$ cat config.mk
export PLATFORM = sky130hd
export DESIGN_NAME = soc_bus_arbiter_flat
export DESIGN_NICKNAME = d
export VERILOG_FILES = /design/src/rtl/soc_bus_arbiter_if.sv /design/src/rtl/soc_bus_arbiter.sv /design/src/flat_wrapper.sv
export SDC_FILE = /design/constraint.sdc
export NUM_CORES = 1
export LEC_CHECK = 0
export BUFFER_PORTS_ARGS = -buffer_cell sky130_fd_sc_hd__buf_4
export CELL_PAD_IN_SITES_DETAIL_PLACEMENT = 0
export CELL_PAD_IN_SITES_GLOBAL_PLACEMENT = 1
export CORE_ASPECT_RATIO = 1.5
export CORE_UTILIZATION = 40
export DETAILED_ROUTE_END_ITERATION = 12
export PLACE_DENSITY_LB_ADDON = 0.15
export SYNTH_ARGS = -nofsm -noshare
export SYNTH_HDL_FRONTEND = slang
export SYNTH_SLANG_ARGS = --single-unit
$ cat constraint.sdc
create_clock -name clk -period 9.05 [get_ports clk]
set_clock_uncertainty 0.1 [all_clocks]
set_input_delay 1.81 -clock clk [delete_from_list [all_inputs] [get_ports clk]]
set_output_delay 1.81 -clock clk [all_outputs]
set_load 0.02 [all_outputs]
$ cat src/rtl/soc_bus_arbiter_if.sv
// Bus bundle shared by the two masters, the arbiter and the slave fabric.
//   master modport : environment view (CPU and m1 drive requests; the fabric drives s_rdata)
//   slave  modport : arbiter view (serves master requests, drives the slave strobes)
// Signals:
//   m0_* : FemtoRV32 CPU strobe interface (addr, wdata, wmask, rstrb / rdata, rbusy, wbusy)
//   m1_* : secondary master level handshake (req, we, addr, wdata, wmask / gnt, done, rdata)
//   s_*  : single slave access (addr, wdata, wmask, rstrb / rdata)
interface soc_bus_arbiter_if;
    localparam int unsigned ADDR_W = 32;
    localparam int unsigned DATA_W = 32;
    localparam int unsigned MASK_W = 4;

    logic [ADDR_W-1:0] m0_addr;
    logic [DATA_W-1:0] m0_wdata;
    logic [MASK_W-1:0] m0_wmask;
    logic              m0_rstrb;
    logic [DATA_W-1:0] m0_rdata;
    logic              m0_rbusy;
    logic              m0_wbusy;

    logic              m1_req;
    logic              m1_we;
    logic [ADDR_W-1:0] m1_addr;
    logic [DATA_W-1:0] m1_wdata;
    logic [MASK_W-1:0] m1_wmask;
    logic              m1_gnt;
    logic              m1_done;
    logic [DATA_W-1:0] m1_rdata;

    logic [ADDR_W-1:0] s_addr;
    logic [DATA_W-1:0] s_wdata;
    logic [MASK_W-1:0] s_wmask;
    logic              s_rstrb;
    logic [DATA_W-1:0] s_rdata;

    modport master (
        output m0_addr, m0_wdata, m0_wmask, m0_rstrb,
        input  m0_rdata, m0_rbusy, m0_wbusy,
        output m1_req, m1_we, m1_addr, m1_wdata, m1_wmask,
        input  m1_gnt, m1_done, m1_rdata,
        input  s_addr, s_wdata, s_wmask, s_rstrb,
        output s_rdata
    );

    modport slave (
        input  m0_addr, m0_wdata, m0_wmask, m0_rstrb,
        output m0_rdata, m0_rbusy, m0_wbusy,
        input  m1_req, m1_we, m1_addr, m1_wdata, m1_wmask,
        output m1_gnt, m1_done, m1_rdata,
        output s_addr, s_wdata, s_wmask, s_rstrb,
        input  s_rdata
    );
endinterface

$ cat src/rtl/soc_bus_arbiter.sv
// Two-master arbiter for the SoC memory/peripheral bus.
// The CPU (m0) strobes are captured into a pending request and answered with
// real rbusy/wbusy stalls; the secondary master (m1) uses a level req/done
// handshake. One slave access is issued at a time: a one-cycle ISSUE strobe
// followed by WAIT_CYCLES (1..15) cycles before s_rdata is sampled.
// Ties are broken round-robin; m0 wins the first tie after reset.
// Ports:
//   clk  : system clock
//   rst  : asynchronous active-high reset
//   bus  : soc_bus_arbiter_if.slave (m0_*, m1_*, s_* signals), all outputs registered
module soc_bus_arbiter #(
    parameter int unsigned WAIT_CYCLES = 1
) (
    input  logic                 clk,
    input  logic                 rst,
    soc_bus_arbiter_if.slave     bus
);
    localparam int unsigned ADDR_W = 32;
    localparam int unsigned DATA_W = 32;
    localparam int unsigned MASK_W = 4;
    localparam int unsigned CNT_W  = 4;

    typedef enum logic [1:0] {
        S_IDLE  = 2'd0,
        S_ISSUE = 2'd1,
        S_WAIT  = 2'd2
    } state_t;

    state_t              state_q, state_d;
    logic                owner_q, owner_d;           // 0 = m0, 1 = m1
    logic                last_owner_q, last_owner_d;
    logic                cur_we_q, cur_we_d;         // kind of the access in flight
    logic [CNT_W-1:0]    cnt_q, cnt_d;

    logic                m0_pend_q, m0_pend_d;
    logic                m0_we_q, m0_we_d;
    logic [ADDR_W-1:0]   m0_addr_q, m0_addr_d;
    logic [DATA_W-1:0]   m0_wdata_q, m0_wdata_d;
    logic [MASK_W-1:0]   m0_wmask_q, m0_wmask_d;
    logic [DATA_W-1:0]   m0_rdata_q, m0_rdata_d;
    logic                m0_rbusy_q, m0_rbusy_d;
    logic                m0_wbusy_q, m0_wbusy_d;

    logic [DATA_W-1:0]   m1_rdata_q, m1_rdata_d;
    logic                m1_done_q, m1_done_d;
    logic                m1_gnt_q, m1_gnt_d;

    logic [ADDR_W-1:0]   s_addr_q, s_addr_d;
    logic [DATA_W-1:0]   s_wdata_q, s_wdata_d;
    logic [MASK_W-1:0]   s_wmask_q, s_wmask_d;
    logic                s_rstrb_q, s_rstrb_d;

    logic                m1_cand;
    logic                grant_m1;

    // Next-state logic: CPU capture, arbitration and access sequencing.
    always_comb begin
        state_d      = state_q;
        owner_d      = owner_q;
        last_owner_d = last_owner_q;
        cur_we_d     = cur_we_q;
        cnt_d        = cnt_q;
        m0_pend_d    = m0_pend_q;
        m0_we_d      = m0_we_q;
        m0_addr_d    = m0_addr_q;
        m0_wdata_d   = m0_wdata_q;
        m0_wmask_d   = m0_wmask_q;
        m0_rdata_d   = m0_rdata_q;
        m1_rdata_d   = m1_rdata_q;
        m1_done_d    = 1'b0;
        m1_gnt_d     = m1_gnt_q;
        s_addr_d     = s_addr_q;
        s_wdata_d    = s_wdata_q;
        s_wmask_d    = '0;
        s_rstrb_d    = 1'b0;
        grant_m1     = 1'b0;
        // m1 keeps req high through its done pulse; that cycle must not regrant.
        m1_cand      = bus.m1_req & ~m1_done_q;

        // CPU strobe capture; a read strobe wins over a simultaneous write.
        if (!m0_pend_q && (bus.m0_rstrb || (|bus.m0_wmask))) begin
            m0_pend_d  = 1'b1;
            m0_we_d    = ~bus.m0_rstrb;
            m0_addr_d  = bus.m0_addr;
            m0_wdata_d = bus.m0_wdata;
            m0_wmask_d = bus.m0_rstrb ? MASK_W'(0) : bus.m0_wmask;
        end

        case (state_q)
            S_IDLE: begin
                if (m0_pend_q || m1_cand) begin
                    grant_m1 = m1_cand && (!m0_pend_q || !last_owner_q);
                    owner_d  = grant_m1;
                    m1_gnt_d = grant_m1;
                    state_d  = S_ISSUE;
                    if (grant_m1) begin
                        cur_we_d  = bus.m1_we;
                        s_addr_d  = bus.m1_addr;
                        s_wdata_d = bus.m1_wdata;
                        s_wmask_d = bus.m1_we ? bus.m1_wmask : MASK_W'(0);
                        s_rstrb_d = ~bus.m1_we;
                    end else begin
                        cur_we_d  = m0_we_q;
                        s_addr_d  = m0_addr_q;
                        s_wdata_d = m0_wdata_q;
                        s_wmask_d = m0_we_q ? m0_wmask_q : MASK_W'(0);
                        s_rstrb_d = ~m0_we_q;
                    end
                end
            end
            S_ISSUE: begin
                cnt_d   = CNT_W'(WAIT_CYCLES);
                state_d = S_WAIT;
            end
            S_WAIT: begin
                if (cnt_q == CNT_W'(1)) begin
                    if (!cur_we_q) begin
                        if (owner_q) m1_rdata_d = bus.s_rdata;
                        else         m0_rdata_d = bus.s_rdata;
                    end
                    if (owner_q) m1_done_d = 1'b1;
                    else         m0_pend_d = 1'b0;
                    last_owner_d = owner_q;
                    m1_gnt_d     = 1'b0;
                    s_addr_d     = '0;
                    s_wdata_d    = '0;
                    state_d      = S_IDLE;
                end else begin
                    cnt_d = cnt_q - CNT_W'(1);
                end
            end
            default: state_d = S_IDLE;
        endcase

        m0_rbusy_d = m0_pend_d & ~m0_we_d;
        m0_wbusy_d = m0_pend_d & m0_we_d;
    end

    // State and output registers.
    always_ff @(posedge clk or posedge rst) begin
        if (rst) begin
            state_q      <= S_IDLE;
            owner_q      <= 1'b0;
            last_owner_q <= 1'b1;
            cur_we_q     <= 1'b0;
            cnt_q        <= '0;
            m0_pend_q    <= 1'b0;
            m0_we_q      <= 1'b0;
            m0_addr_q    <= '0;
            m0_wdata_q   <= '0;
            m0_wmask_q   <= '0;
            m0_rdata_q   <= '0;
            m0_rbusy_q   <= 1'b0;
            m0_wbusy_q   <= 1'b0;
            m1_rdata_q   <= '0;
            m1_done_q    <= 1'b0;
            m1_gnt_q     <= 1'b0;
            s_addr_q     <= '0;
            s_wdata_q    <= '0;
            s_wmask_q    <= '0;
            s_rstrb_q    <= 1'b0;
        end else begin
            state_q      <= state_d;
            owner_q      <= owner_d;
            last_owner_q <= last_owner_d;
            cur_we_q     <= cur_we_d;
            cnt_q        <= cnt_d;
            m0_pend_q    <= m0_pend_d;
            m0_we_q      <= m0_we_d;
            m0_addr_q    <= m0_addr_d;
            m0_wdata_q   <= m0_wdata_d;
            m0_wmask_q   <= m0_wmask_d;
            m0_rdata_q   <= m0_rdata_d;
            m0_rbusy_q   <= m0_rbusy_d;
            m0_wbusy_q   <= m0_wbusy_d;
            m1_rdata_q   <= m1_rdata_d;
            m1_done_q    <= m1_done_d;
            m1_gnt_q     <= m1_gnt_d;
            s_addr_q     <= s_addr_d;
            s_wdata_q    <= s_wdata_d;
            s_wmask_q    <= s_wmask_d;
            s_rstrb_q    <= s_rstrb_d;
        end
    end

    assign bus.m0_rdata = m0_rdata_q;
    assign bus.m0_rbusy = m0_rbusy_q;
    assign bus.m0_wbusy = m0_wbusy_q;
    assign bus.m1_rdata = m1_rdata_q;
    assign bus.m1_done  = m1_done_q;
    assign bus.m1_gnt   = m1_gnt_q;
    assign bus.s_addr   = s_addr_q;
    assign bus.s_wdata  = s_wdata_q;
    assign bus.s_wmask  = s_wmask_q;
    assign bus.s_rstrb  = s_rstrb_q;
endmodule

$ cat src/flat_wrapper.sv
// flat-port wrapper written by rule: the top's interface ports become plain ports
module soc_bus_arbiter_flat 
#(
    parameter int unsigned WAIT_CYCLES = 1
)
  (clk, rst, bus_m0_addr, bus_m0_wdata, bus_m0_wmask, bus_m0_rstrb, bus_m0_rdata, bus_m0_rbusy, bus_m0_wbusy, bus_m1_req, bus_m1_we, bus_m1_addr, bus_m1_wdata, bus_m1_wmask, bus_m1_gnt, bus_m1_done, bus_m1_rdata, bus_s_addr, bus_s_wdata, bus_s_wmask, bus_s_rstrb, bus_s_rdata);
  soc_bus_arbiter_if bus_i ();
  input  logic clk;
  input  logic rst;
  input wire logic [$bits(bus_i.m0_addr)-1:0] bus_m0_addr;
  input wire logic [$bits(bus_i.m0_wdata)-1:0] bus_m0_wdata;
  input wire logic [$bits(bus_i.m0_wmask)-1:0] bus_m0_wmask;
  input wire logic [$bits(bus_i.m0_rstrb)-1:0] bus_m0_rstrb;
  output wire logic [$bits(bus_i.m0_rdata)-1:0] bus_m0_rdata;
  output wire logic [$bits(bus_i.m0_rbusy)-1:0] bus_m0_rbusy;
  output wire logic [$bits(bus_i.m0_wbusy)-1:0] bus_m0_wbusy;
  input wire logic [$bits(bus_i.m1_req)-1:0] bus_m1_req;
  input wire logic [$bits(bus_i.m1_we)-1:0] bus_m1_we;
  input wire logic [$bits(bus_i.m1_addr)-1:0] bus_m1_addr;
  input wire logic [$bits(bus_i.m1_wdata)-1:0] bus_m1_wdata;
  input wire logic [$bits(bus_i.m1_wmask)-1:0] bus_m1_wmask;
  output wire logic [$bits(bus_i.m1_gnt)-1:0] bus_m1_gnt;
  output wire logic [$bits(bus_i.m1_done)-1:0] bus_m1_done;
  output wire logic [$bits(bus_i.m1_rdata)-1:0] bus_m1_rdata;
  output wire logic [$bits(bus_i.s_addr)-1:0] bus_s_addr;
  output wire logic [$bits(bus_i.s_wdata)-1:0] bus_s_wdata;
  output wire logic [$bits(bus_i.s_wmask)-1:0] bus_s_wmask;
  output wire logic [$bits(bus_i.s_rstrb)-1:0] bus_s_rstrb;
  input wire logic [$bits(bus_i.s_rdata)-1:0] bus_s_rdata;
  assign bus_i.m0_addr = bus_m0_addr;
  assign bus_i.m0_wdata = bus_m0_wdata;
  assign bus_i.m0_wmask = bus_m0_wmask;
  assign bus_i.m0_rstrb = bus_m0_rstrb;
  assign bus_m0_rdata = bus_i.m0_rdata;
  assign bus_m0_rbusy = bus_i.m0_rbusy;
  assign bus_m0_wbusy = bus_i.m0_wbusy;
  assign bus_i.m1_req = bus_m1_req;
  assign bus_i.m1_we = bus_m1_we;
  assign bus_i.m1_addr = bus_m1_addr;
  assign bus_i.m1_wdata = bus_m1_wdata;
  assign bus_i.m1_wmask = bus_m1_wmask;
  assign bus_m1_gnt = bus_i.m1_gnt;
  assign bus_m1_done = bus_i.m1_done;
  assign bus_m1_rdata = bus_i.m1_rdata;
  assign bus_s_addr = bus_i.s_addr;
  assign bus_s_wdata = bus_i.s_wdata;
  assign bus_s_wmask = bus_i.s_wmask;
  assign bus_s_rstrb = bus_i.s_rstrb;
  assign bus_i.s_rdata = bus_s_rdata;
  soc_bus_arbiter #(.WAIT_CYCLES(WAIT_CYCLES)) u_core (.clk(clk), .rst(rst), .bus(bus_i));
endmodule
After elaboration in Yosys (flattened, before gate mapping):

Cells that the tools add are included.

* $add $sub $neg: 1
* reduce and logical (&&, ||, !) cells: 18
* bitwise gates (word level): 10
* eq/ne operators: 6
* mux-type cells: 33

Operators by type and width (count)
* 32-bit 2-to-1 mux: 5
* 32-bit one-hot mux with 2 select lines: 2
* 4-bit 2-to-1 mux: 7
* 1-bit 2-to-1 mux: 14
* 4-bit one-hot mux with 2 select lines: 1
* 2-bit AND reduction: 4
* 4-bit AND reduction: 2
* 1-bit NOT: 7
* 2-bit one-hot mux with 3 select lines: 1
* 4-bit by 1-bit == test with 1-bit output, second input constant: 1
* 2-bit 2-to-1 mux: 2
* 2-bit by 1-bit inequality test with 1-bit output, second input constant: 2
* 2-bit nonzero test: 2
* 4-bit OR reduction: 1
* 4-bit by 1-bit subtractor with 4-bit output, second input constant: 1
* 1-bit bitwise AND: 3
* 1-bit logical OR: 3
* 3-bit AND reduction: 1
* 2-bit by 1-bit == test with 1-bit output, second input constant: 1
* 2-bit == test, second input constant: 1
* 1-bit logical AND: 2
* 1-bit zero test: 2
* 2-bit zero test: 1
* 2-bit inequality test, second input constant: 1
* 1-bit one-hot mux with 2 select lines: 1

* bits of input ports: 173
* output and inout port bits: 137
* bits in registers: 216

Longest topological paths before layout:

* word-level depth: 8
* gate-level depth with buffers: 9
* depth with buffers taken out: 6

Worst setup path after synthesis:

OpenSTA, ideal clock, no wires.

* kind: input to register
* from: input bus_m1_req
* to: register u_core.s_addr_q[0] (netlist: u_core.bus.s_addr[0])
* required time: 8872 ps
* path buffers: 2
* setup slack: 5895 ps
* stages: 7
* arrival: 2977 ps
* path through: nor2b_1 o21ai_1 inv_1 nor2_1 buf_2 buf_2 o2bb2ai_1

* word-level cells in the longest chain between the ends: 5
* elaborated cells between the ends (all ways): 8
* classes of those cells: eq/ne: 1; mux: 3; bitwise: 1; reduce/logical: 3

Ends and longest elaborated chain
* start, declared: RTL line flat_wrapper.sv:17 `input wire logic [$bits(bus_i.m1_req)-1:0] bus_m1_req;`
* 1-bit bitwise AND *: RTL line soc_bus_arbiter.sv:78 `m1_cand = bus.m1_req & ~m1_done_q;`
* 1-bit logical AND: RTL line soc_bus_arbiter.sv:92 `grant_m1 = m1_cand && (!m0_pend_q || !last_owner_q);`
* 32-bit 2-to-1 mux: RTL line soc_bus_arbiter.sv:96 `if (grant_m1) begin`
* 32-bit 2-to-1 mux: RTL line soc_bus_arbiter.sv:91 `if (m0_pend_q || m1_cand) begin`
* 32-bit one-hot mux with 2 select lines: RTL line soc_bus_arbiter.sv:89 `case (state_q)`
* end signal, assigned: RTL line soc_bus_arbiter.sv:179 `s_addr_q <= s_addr_d;`
* end, declared: RTL line soc_bus_arbiter.sv:48 `logic [ADDR_W-1:0] s_addr_q, s_addr_d;`

Every way passes the cells marked *; elsewhere a longest branch is shown, timed or not. The select of a mux whose other input is x is not followed.
A chain may end at the register's enable or synchronous reset.

Worst setup path in the final report:

* from: input bus_m0_rstrb
* to: register u_core.m0_addr_q[9]

* word-level cells in the longest chain between the ends: 2

Ends and longest elaborated chain
* start, declared: RTL line flat_wrapper.sv:13 `input wire logic [$bits(bus_i.m0_rstrb)-1:0] bus_m0_rstrb;`
* 1-bit logical OR: RTL line soc_bus_arbiter.sv:81 `if (!m0_pend_q && (bus.m0_rstrb || (|bus.m0_wmask))) begin`
* 1-bit logical AND: RTL line soc_bus_arbiter.sv:81
* end signal, assigned: RTL line soc_bus_arbiter.sv:170 `m0_addr_q <= m0_addr_d;`
* end, declared: RTL line soc_bus_arbiter.sv:37 `logic [ADDR_W-1:0] m0_addr_q, m0_addr_d;`

Every way passes these cells.

==> out/results.ini <==
[sta]
rsz0062_at_grt = false
finalSetupViolCount = 0
fin_crit_sh_pct = 39.3
worst_hold_slack_ps = 380
final_hold_viol_count = 0
tightest_slew_ps = 1060
fmax_mhz = 281
fin_tns_setup_ps = 0
min_period_ps = 3550
worst_slack_ps = 5500
slew_viol_final = 0
relSlewSlack_pct = 29.0

[power]
power.internal_mw = 2.87
comb_power_share_pct = 43.3
power.density_nw_per_um2 = 379
ir_drop_v = 0.000217
seqPwrFrac_pct = 37.9
fin_total_pwr_mw = 4.54
p_sw_mw = 1.67
p_clk_share_pct = 18.8
p_leak_nw = 5.66
netSwitchingFraction_pct = 36.7

[placed_design]
routabilityCongestion = 0.814
placed_cells = 1143
portBuffers = 309
place_hpwl_mm = 15.9
pre_cts_slack_ps = 4950
place_area_sq_um = 11300

[setup_path]
cp_data_required_time_ps = 9320
startpoint_type = primary input
critPathKind = in2reg
critPathMaxFanout = 42
end_kind = flop
cp_data_arrival_time_ps = 3820

[layout]
diodes = 0
final_area_sq_um = 12000
utilization_pct = 55.3
area_growth_pct = 36.4
drive_gt1_share_pct = 52.5
nets = 1071
fillers = 1901
layoutNonFillerInstCount = 1183

[synthesis]
yosysMostFrequentCell = dfrtp_1
ys_types = 38
synthesis.nets = 771
avgSynthCellArea_sq_um = 14.7
async_flop_share_pct = 100
yosysSeqAreaShare_pct = 61.6
synth_edf_count = 0
synthCells = 596
synth_ff_type = dfrtp_1
synth-seq-cells = 216
synth_area_leader_cell = dfrtp_1
synth_common_cells = dfrtp_1, mux2_2, mux2i_1
yosys_warnings = 0
synth.area.top_cells = dfrtp_1, mux2_2, mux2i_1
yosysTopAreaCellShare_pct = 61.3
syn_area_sq_um = 8780

[route]
viasPerCell = 5.12
wl_per_cell_microns = 19.3
vias = 6056
drc = 0
firstDrtPassIters = 4
ant_nets = 0
routed_wirelength_mm = 22.9
drt-initial-drc-count = 132

[worst_hold_path]
worstHoldPathType = reg2reg

[floorplan]
io_pins = 310
core_area_sq_um = 21600
die_h_microns = 183
die_w_microns = 123
row_count = 66
die-area_sq_um = 22500
start_util_pct = 40.6

[clock_network]
postCtsHoldBufs = 0
tritoncts = done
cts_sinks = 216
cts.clk_slew.worst_paths_ps = 60
clock_tree.buffer_depth = 3
cts_buffers = 23
clk_latency_ps = 490
htree_levels = 1
cts_setup_buffers = 0
cts_root_buf = clkbuf_16
cts.repair.resized = 0

[global_route]
grt_max_degree = 133
grt_pass1_vias = 6585
antenna_found_initial = 0
track_usage_pct = 20.1
overflow = 0
grt_pass1_wl_mm = 35.1

[job]
maxCapViolCount = 0

[run_status]
status = finished, final reports clean

sequential cells by signal, summed over array words and instances (netlist names):
register and count:
u_core.bus.m0_rdata 32, u_core.bus.m1_rdata 32, u_core.bus.s_addr 32, u_core.bus.s_wdata 32
u_core.m0_addr_q 32, u_core.m0_wdata_q 32, u_core.bus.s_wmask 4, u_core.cnt_q 4
u_core.m0_wmask_q 4, u_core.state_q 2, u_core.bus.m0_rbusy 1, u_core.bus.m0_wbusy 1
u_core.bus.m1_done 1, u_core.bus.m1_gnt 1, u_core.bus.s_rstrb 1, u_core.cur_we_q 1
u_core.last_owner_q 1, u_core.m0_pend_q 1, u_core.m0_we_q 1, u_core.owner_q 1
cells in the final DEF (no fill, tap or decap), types with 2 or more instances in the layout:
| cell type | n |
|---|---|
| o21ai_0 | 3 |
| o2bb2ai_1 | 64 |
| nand2b_1 | 3 |
| a21o_1 | 5 |
| o211ai_1 | 3 |
| or3_1 | 2 |
| and3_1 | 3 |
| nand3_1 | 11 |
| mux2_1 | 2 |
| nor3b_1 | 2 |
| clkbuf_8 | 3 |
| clkbuf_1 | 12 |
| and2_1 | 2 |
| clkinv_2 | 2 |
| clkbuf_16 | 23 |
| nor2_1 | 9 |
| dfrtp_1 | 215 |
| a21oi_1 | 6 |
| ha_1 | 2 |
| buf_4 | 315 |
| mux2i_1 | 66 |
| nand2_1 | 6 |
| a22o_1 | 2 |
| inv_1 | 6 |
| mux2_2 | 126 |
power groups by stage:
stage	Sequential (mW)	Combinational, mW	Clock, mW
floorplan	2.01	0.899	0
global placement	1.71	1.94	0
detailed placement	1.73	1.99	0
CTS	1.72	1.99	0.878
global route	1.78	2.11	0.917
finish	1.72	1.96	0.854
critical path, stage by stage:
cell	delay, ps
buf_4	100
nor3_1	70
a21oi_4	750
buf_4	640
mux2_2	410
worst paths after layout:
| path | to | slack [ps] | start | cells past startpoint |
|---|---|---|---|---|
| max | u_core.m0_addr_q[9] | 5500 | bus_m0_rstrb | 5 |
| min | u_core.m0_wmask_q[1] | 380 | u_core.m0_wmask_q[1] | 1 |
| max reg2reg | u_core.m0_addr_q[9] | 6420 | u_core.m0_pend_q | 3 |
| min reg2reg | u_core.m0_wmask_q[1] | 380 | u_core.m0_wmask_q[1] | 1 |
| max in group asynchronous | u_core.bus.s_wdata[31] | 5790 | rst | 3 |
| min in group asynchronous | u_core.bus.m1_rdata[12] | 1390 | rst | 2 |
per-layer routing:
layer | track usage [%] | part of all wire, % | up-vias
met5 | 0 | 0 | -
li1 | - | - | 2769
met4 | 5.46 | 2.2 | 0
met1 | 24.3 | 39 | 3025
met2 | 34.4 | 50 | 233
met3 | 5.80 | 8.7 | 29
cell type report:
class | count | area [sq um] | share of cell area (%)
Timing Repair Buffer | 315 | 2360 | 19.8
Clock buffer | 38 | 662 | 5.53
Inverter | 7 | 33.8 | 0.282
Tap cell | 272 | 340 | 2.84
Multi-Input combinational cell | 333 | 3160 | 26.4
Sequential cell | 216 | 5410 | 45.2
Clock inverter | 2 | 10.0 | 0.0836
cell families after synthesis:
logic type,synth area share (%)
mux,24.0
compound gates,8.43
flops,61.6
fa+ha+maj,0.285
buf+inv,2.81
simple gates,2.92
No activity file was read; power rests on OpenSTA's default activity.
